[config.mk]
export PLATFORM = sky130hd
export DESIGN_NAME = chunk_slave_flat
export DESIGN_NICKNAME = d
export VERILOG_FILES = /design/src/rtl/chunk_if.sv /design/src/rtl/chunk_slave.sv /design/src/flat_wrapper.sv
export SDC_FILE = /design/constraint.sdc
export NUM_CORES = 1
export LEC_CHECK = 0
export CAP_MARGIN = 20
export CORE_ASPECT_RATIO = 0.5
export CORE_UTILIZATION = 55
export CTS_BUF_LIST = sky130_fd_sc_hd__clkbuf_8 sky130_fd_sc_hd__clkbuf_16
export CTS_CLUSTER_DIAMETER = 50
export CTS_CLUSTER_SIZE = 28
export DETAILED_ROUTE_END_ITERATION = 16
export GPL_ROUTABILITY_DRIVEN = 0
export PLACE_DENSITY = 0.87
export SLEW_MARGIN = 20
export SYNTH_ARGS = -nofsm -noshare
export SYNTH_HDL_FRONTEND = slang
export SYNTH_SLANG_ARGS = --single-unit
[constraint.sdc]
create_clock -name clk -period 5.6 [get_ports clk]
set_input_delay 1.12 -clock clk [delete_from_list [all_inputs] [get_ports clk]]
set_output_delay 1.12 -clock clk [all_outputs]
set_load 0.01 [all_outputs]
[src/rtl/chunk_if.sv]
// Bundle of the chunk-assignment, sample-read and completion channels between
// a chunk master (which also fronts the sample memory) and one chunk slave.
//
// Valid/ready semantics for every channel here: a transfer happens on a rising
// clk edge where both valid and ready are 1. A sender holds valid and its payload
// stable until that edge. Ready may be asserted before valid and may be
// withdrawn freely. The read-response channel has no ready: a response is
// consumed on every edge where rd_rsp_valid is 1, and responses come back in
// request order.
interface chunk_if #(
  parameter int VCHANNELBITS = 3,
  parameter int SLAVEBITS    = 2
);
  logic                    asgn_valid;
  logic                    asgn_ready;
  logic [9:0]              asgn_chunk;
  logic [31:0]             asgn_start;
  logic [31:0]             asgn_end;
  logic [VCHANNELBITS-1:0] asgn_vc;

  logic                    rd_req_valid;
  logic                    rd_req_ready;
  logic [31:0]             rd_req_addr;
  logic                    rd_rsp_valid;
  logic [31:0]             rd_rsp_data;

  logic                    done_valid;
  logic                    done_ready;
  logic [9:0]              done_chunk;
  logic [VCHANNELBITS-1:0] done_vc;
  logic [SLAVEBITS-1:0]    done_slave;
  logic [31:0]             done_count;
  logic [47:0]             done_sum;

  logic                    proto_err;

  modport slave (
    input  asgn_valid, asgn_chunk, asgn_start, asgn_end, asgn_vc,
    output asgn_ready,
    output rd_req_valid, rd_req_addr,
    input  rd_req_ready, rd_rsp_valid, rd_rsp_data,
    output done_valid, done_chunk, done_vc, done_slave, done_count, done_sum,
    input  done_ready,
    output proto_err
  );

  modport master (
    output asgn_valid, asgn_chunk, asgn_start, asgn_end, asgn_vc,
    input  asgn_ready,
    input  rd_req_valid, rd_req_addr,
    output rd_req_ready, rd_rsp_valid, rd_rsp_data,
    input  done_valid, done_chunk, done_vc, done_slave, done_count, done_sum,
    output done_ready,
    input  proto_err
  );
endinterface

[src/rtl/chunk_slave.sv]
// Chunk slave: accepts a [start, end) index range, streams one read request
// per index with at most MAX_OUT responses outstanding, sums the returned
// samples (48-bit wrap) and reports chunk/vc/count/sum back to the master.
// Every output is a function of registers only; dbg_state exposes the FSM
// (0 IDLE, 1 ISSUE, 2 DRAIN, 3 REPORT).
module chunk_slave #(
  parameter int VCHANNELBITS = 3,
  parameter int SLAVEBITS    = 2,
  parameter int SLAVE_ID     = 0,
  parameter int MAX_OUT      = 4
) (
  input  logic       clk,
  input  logic       rst,
  chunk_if.slave     bus,
  output logic [1:0] dbg_state
);

  typedef enum logic [1:0] {
    IDLE   = 2'd0,
    ISSUE  = 2'd1,
    DRAIN  = 2'd2,
    REPORT = 2'd3
  } state_t;

  // MAX_OUT is limited to 1..15, so a 4-bit counter always suffices.
  localparam logic [3:0] MAX_OUT_L = 4'(MAX_OUT);

  state_t                  state;
  logic                    accepting;
  logic [3:0]              outstanding;
  logic [31:0]             next_idx;
  logic [31:0]             end_idx;
  logic [9:0]              cur_chunk;
  logic [VCHANNELBITS-1:0] cur_vc;
  logic [47:0]             sum;
  logic [31:0]             count;
  logic                    err_flag;

  logic req_fire;
  logic rsp_ok;

  // A response only counts when something is actually in flight.
  assign req_fire = bus.rd_req_valid && bus.rd_req_ready;
  assign rsp_ok   = bus.rd_rsp_valid && (outstanding != 4'd0);

  assign bus.asgn_ready   = accepting;
  assign bus.rd_req_valid = (state == ISSUE) && (outstanding < MAX_OUT_L);
  assign bus.rd_req_addr  = next_idx;
  assign bus.done_valid   = (state == REPORT);
  assign bus.done_chunk   = cur_chunk;
  assign bus.done_vc      = cur_vc;
  assign bus.done_slave   = SLAVEBITS'(SLAVE_ID);
  assign bus.done_count   = count;
  assign bus.done_sum     = sum;
  assign bus.proto_err    = err_flag;
  assign dbg_state        = state;

  // FSM, in-flight accounting and accumulation in one registered process.
  always_ff @(posedge clk) begin
    if (rst) begin
      state       <= IDLE;
      accepting   <= 1'b0;
      outstanding <= 4'd0;
      next_idx    <= 32'd0;
      end_idx     <= 32'd0;
      cur_chunk   <= 10'd0;
      cur_vc      <= '0;
      sum         <= 48'd0;
      count       <= 32'd0;
      err_flag    <= 1'b0;
    end else begin
      if (req_fire && !rsp_ok) begin
        outstanding <= outstanding + 4'd1;
      end else if (!req_fire && rsp_ok) begin
        outstanding <= outstanding - 4'd1;
      end

      if (rsp_ok) begin
        sum   <= sum + {16'd0, bus.rd_rsp_data};
        count <= count + 32'd1;
      end

      // Sticky: a response with nothing in flight, including stale ones
      // from before a reset.
      if (bus.rd_rsp_valid && (outstanding == 4'd0)) begin
        err_flag <= 1'b1;
      end

      case (state)
        IDLE: begin
          accepting <= 1'b1;
          if (bus.asgn_valid && accepting) begin
            accepting <= 1'b0;
            cur_chunk <= bus.asgn_chunk;
            cur_vc    <= bus.asgn_vc;
            next_idx  <= bus.asgn_start;
            end_idx   <= bus.asgn_end;
            sum       <= 48'd0;
            count     <= 32'd0;
            // Empty or inverted ranges report straight away.
            state     <= (bus.asgn_start < bus.asgn_end) ? ISSUE : REPORT;
          end
        end
        ISSUE: begin
          if (req_fire) begin
            next_idx <= next_idx + 32'd1;
            if (next_idx + 32'd1 == end_idx) begin
              state <= DRAIN;
            end
          end
        end
        DRAIN: begin
          if (outstanding == 4'd0) begin
            state <= REPORT;
          end
        end
        REPORT: begin
          if (bus.done_ready) begin
            state     <= IDLE;
            accepting <= 1'b1;
          end
        end
        default: state <= IDLE;
      endcase
    end
  end

endmodule

[src/flat_wrapper.sv]
// flat-port wrapper written by rule: the top's interface ports become plain ports
module chunk_slave_flat 
#(
  parameter int VCHANNELBITS = 3,
  parameter int SLAVEBITS    = 2,
  parameter int SLAVE_ID     = 0,
  parameter int MAX_OUT      = 4
)
  (clk, rst, dbg_state, bus_asgn_valid, bus_asgn_chunk, bus_asgn_start, bus_asgn_end, bus_asgn_vc, bus_asgn_ready, bus_rd_req_valid, bus_rd_req_addr, bus_rd_req_ready, bus_rd_rsp_valid, bus_rd_rsp_data, bus_done_valid, bus_done_chunk, bus_done_vc, bus_done_slave, bus_done_count, bus_done_sum, bus_done_ready, bus_proto_err);
  chunk_if #(.VCHANNELBITS(VCHANNELBITS), .SLAVEBITS(SLAVEBITS)) bus_i ();
  input  logic clk;
  input  logic rst;
  output logic [1:0] dbg_state;
  input wire logic [$bits(bus_i.asgn_valid)-1:0] bus_asgn_valid;
  input wire logic [$bits(bus_i.asgn_chunk)-1:0] bus_asgn_chunk;
  input wire logic [$bits(bus_i.asgn_start)-1:0] bus_asgn_start;
  input wire logic [$bits(bus_i.asgn_end)-1:0] bus_asgn_end;
  input wire logic [$bits(bus_i.asgn_vc)-1:0] bus_asgn_vc;
  output wire logic [$bits(bus_i.asgn_ready)-1:0] bus_asgn_ready;
  output wire logic [$bits(bus_i.rd_req_valid)-1:0] bus_rd_req_valid;
  output wire logic [$bits(bus_i.rd_req_addr)-1:0] bus_rd_req_addr;
  input wire logic [$bits(bus_i.rd_req_ready)-1:0] bus_rd_req_ready;
  input wire logic [$bits(bus_i.rd_rsp_valid)-1:0] bus_rd_rsp_valid;
  input wire logic [$bits(bus_i.rd_rsp_data)-1:0] bus_rd_rsp_data;
  output wire logic [$bits(bus_i.done_valid)-1:0] bus_done_valid;
  output wire logic [$bits(bus_i.done_chunk)-1:0] bus_done_chunk;
  output wire logic [$bits(bus_i.done_vc)-1:0] bus_done_vc;
  output wire logic [$bits(bus_i.done_slave)-1:0] bus_done_slave;
  output wire logic [$bits(bus_i.done_count)-1:0] bus_done_count;
  output wire logic [$bits(bus_i.done_sum)-1:0] bus_done_sum;
  input wire logic [$bits(bus_i.done_ready)-1:0] bus_done_ready;
  output wire logic [$bits(bus_i.proto_err)-1:0] bus_proto_err;
  assign bus_i.asgn_valid = bus_asgn_valid;
  assign bus_i.asgn_chunk = bus_asgn_chunk;
  assign bus_i.asgn_start = bus_asgn_start;
  assign bus_i.asgn_end = bus_asgn_end;
  assign bus_i.asgn_vc = bus_asgn_vc;
  assign bus_asgn_ready = bus_i.asgn_ready;
  assign bus_rd_req_valid = bus_i.rd_req_valid;
  assign bus_rd_req_addr = bus_i.rd_req_addr;
  assign bus_i.rd_req_ready = bus_rd_req_ready;
  assign bus_i.rd_rsp_valid = bus_rd_rsp_valid;
  assign bus_i.rd_rsp_data = bus_rd_rsp_data;
  assign bus_done_valid = bus_i.done_valid;
  assign bus_done_chunk = bus_i.done_chunk;
  assign bus_done_vc = bus_i.done_vc;
  assign bus_done_slave = bus_i.done_slave;
  assign bus_done_count = bus_i.done_count;
  assign bus_done_sum = bus_i.done_sum;
  assign bus_i.done_ready = bus_done_ready;
  assign bus_proto_err = bus_i.proto_err;
  chunk_slave #(.VCHANNELBITS(VCHANNELBITS), .SLAVEBITS(SLAVEBITS), .SLAVE_ID(SLAVE_ID), .MAX_OUT(MAX_OUT)) u_core (.clk(clk), .rst(rst), .bus(bus_i), .dbg_state(dbg_state));
endmodule
==> impl_metrics.ini <==
[run_status]
status = completed

[sta]
report.final.hold_viol_count = 0
tightest_slew_ns = 0.997
max-slew-margin-rel_pct = 33.5
slew_viol_final = 0
max_freq_ghz = 0.246
clock_skew_ns = 0.0139
fin_tns_setup_ns = 0
holdWs_ns = 0.461
setup_violations = 0
post-route-period-util_pct = 72.6
period_minus_slack_ns = 4.07
rsz0062_at_grt = false

[final_layout]
antenna_cells = 0
drive_above_1_share_pct = 3.53
multi_input_area_um2 = 6800
design_area_um2 = 13700
seqCellArea_um2 = 3300
fill_cells = 1430
final_cells = 1872
synthToLayoutAreaGrowth_pct = 29.2
final_core_util_pct = 73.5
finalNetCount = 1789

[drt]
drt_iter0_drc = 876
vias_per_cell = 5.94
post_drt_wl_per_cell_um = 16.9
firstDrtPassIters = 6
route.vias.total = 11119
drc = 0
drt_wl_total_mm = 31.6
ant_nets = 0

[power]
power_switching_w = 0.00232
powerDensity_nw_per_um2 = 400
power_frac_seq_pct = 31.5
swShare_pct = 42.3
p_int_w = 0.00316
clock_power_share_pct = 21.7
power_frac_comb_pct = 46.7
power_leakage_nw = 5.36
ir_drop_mv = 0.249

[grt]
antenna_found_initial = 0
grt_overflow = 0
grt_pass1_vias = 10503
grt_pass1_wl_mm = 50.7
grt_use_total_pct = 31.5
grt_max_degree = 88

[placement]
port_buffers = 245
dp_hpwl_mm = 22.7
dpl_cell_area_um2 = 13100
place_inst = 1840

[clocking]
clk-insertion-delay-late_ns = 0.44
cts-root-buf = clkbuf_16
ctsHoldBuffers = 0
clk_path_buf_depth = 2
cts-buffers-inserted = 17
cts_max_level = 4
clkTransAtPathRegs_ns = 0.08
cts_setup_buffers = 0
cts_sinks = 165
cts_tree = built
cts.repair.resized = 0

[setup_path]
r2r-start = u_core.bus.rd_req_addr[9]
critical_path_class = input pin to flip-flop
critPathTopFamily = compound AO/OA/AOI/OAI gates
cp_max_fo = 8
path_cells = clkdlybuf4s50_1 -> ha_1 -> fa_1 -> a211oi_1 -> o211ai_1 -> nand2_1 -> o2111ai_1 -> a211oi_1 -> a211oi_2 -> o21ai_1 -> o21ai_0 -> a21oi_1
worstSetupStartpointType = input pin
setup.worst_path.end_class = flip-flop
critPathSlowestCell = o21ai_1
r2r-end = u_core.dbg_state[1]
cpPeakStageDelay_ns = 0.44
reg2reg_depth = 9
path_buf_inv = 1
cp_common_cell = a211oi_1
worst-r2r-setup-slack_ns = 1.85
worstPathRequired_ns = 5.96
arrival_ns = 4.42

[min_path]
hold_class = flip-flop to flip-flop
holdPathEnd = u_core.bus.done_chunk[8]
holdPathStages = 2
hold_start = u_core.bus.done_chunk[8]

[floorplan]
start_util_pct = 56.9
ioPinCount = 248
die_w_um = 198
dieArea_um2 = 19900
rows = 35
die_h_um = 100
core_um2 = 18700

[synthesis]
synth_top_area_share_pct = 31.1
synth_edf_count = 0
ys.flop_type = dfxtp_1
synth_cell_type_count = 75
synth_area_leaders = dfxtp_1 (31%), ha_1 (8.5%), a21oi_1 (7.9%)
synth-seq-area-share_pct = 31.1
synthArstFlopShare_pct = 0
yosys.area.top_type = dfxtp_1
synth_cells = 1408
yosysWarningCount = 0
syn_area_um2 = 10600
ys_seq_elements = 165
avgSynthCellArea_um2 = 7.54

[run]
drv_cap = 0
==> through the flow <==
step	power, W	worst slack, ns
3_3_place_gp	0.00414	1.34
3_5_place_dp	0.00424	1.16
6_report	0.00548	1.53
4_1_cts	0.00545	1.56
2_1_floorplan	0.00336	2.00
5_1_grt	0.00581	1.17
==> worst register-to-register path, delay by kind of cell (launching register included) <==
| kind | cells | cell delay, ns |
|---|---|---|
| flops | 1 | 0.58 |
| simple gates | 6 | 2.19 |
| mux | 1 | 0.31 |
| xor+xnor | 1 | 0.23 |
| compound gates | 1 | 0.32 |
==> per-layer routing <==
layer | up-vias | GRT usage, % | wire, um
li1 | 5333 | - | -
met1 | 5204 | 38.7 | 13200
met2 | 509 | 55.1 | 15200
met3 | 73 | 6.08 | 2590
met4 | 0 | 11.6 | 714
met5 | - | 0 | 0
==> area by class of cell <==
type	count	area share [%]
sequential	165	24.1
timing repair buffer	252	18.3
clock inverter	14	1.01
inverter	54	1.48
clock buffer	18	3.20
tap	259	2.36
multi-input combinational	1110	49.5
==> synth_stat cells (all sizes together) (27+ instances only) <==
cell,count
xnor2,56
nor2,131
a21oi,167
buf,27
clkbuf,53
nand4,36
dfxtp,165
nand2,222
inv,54
o21ai,47
nor3,38
a21o,28
nand3,46
ha,72
xor2,57
==> worst max path at each step <==
stage          depth (start not counted)                from                 endpoint  slack [ns]
3_5_place_dp                          12  bus_rd_rsp_data[0]  u_core.bus.done_sum[34]        1.16
5_1_grt                               12  bus_rd_rsp_data[0]  u_core.bus.done_sum[34]        1.17
6_report                              12  bus_rd_rsp_data[0]  u_core.bus.done_sum[34]        1.53
3_3_place_gp                          12  bus_rd_rsp_data[0]  u_core.bus.done_sum[28]        1.34
4_1_cts                               12  bus_rd_rsp_data[0]  u_core.bus.done_sum[34]        1.56
2_1_floorplan                         11  bus_rd_rsp_data[0]  u_core.bus.done_sum[28]        2.00
==> power groups by stage <==
stage                     clock network [W]  logic [W]  registers [W]
after floorplan                           0    0.00168        0.00168
after global placement                    0    0.00242        0.00172
after detailed placement                  0    0.00250        0.00174
after CTS                           0.00120    0.00253        0.00172
after global routing                0.00125    0.00280        0.00176
final                               0.00119    0.00256        0.00173
==> sequential cells by signal, indices dropped and copies added, names as in the netlist <==
signal / count
u_core.bus.done_count: 32
u_core.bus.rd_req_addr: 32
u_core.outstanding: 4
u_core.bus.done_vc: 3
u_core.end_idx: 32
u_core.bus.done_chunk: 10
u_core.bus.done_sum: 48
u_core.dbg_state: 2
u_core.bus.asgn_ready: 1
u_core.bus.proto_err: 1
==> kinds of logic (layout without fill, tap and decap cells) <==
logic type	after synthesis	after routing	synth area share [%]
AOI/OAI and AO/OA	354	354	20.6
DFF	165	165	31.1
muxes	6	6	0.625
xor gates and xnor gates	113	113	9.32
buffers and inverters	134	338	4.99
adders and majority gates	74	74	8.86
other	1	2	0.0353
and+or+nand+nor	561	561	24.5
==> cell usage in the layout (no fill, tap or decap), types with 9 or more instances in the layout <==
master           Yosys  final
o211ai_1            12     12
nor2b_1             16     16
nor4_1               9      9
nand2_1            222    222
or3_1               10     10
xnor2_1             56     56
dfxtp_1            165    165
a211oi_1            15     15
nand3_1             46     45
clkbuf_16            0     17
inv_1               52     53
nand4_1             34     34
a21oi_1            167    167
a21o_1              28     28
nor3_1              36     36
o21ai_0             44     44
ha_1                72     72
xor2_1              57     57
and3_1              16     15
and2_1               9      9
nor2_1             131    131
clkdlybuf4s50_1      0    244
Power figures use the tool's default switching activity.
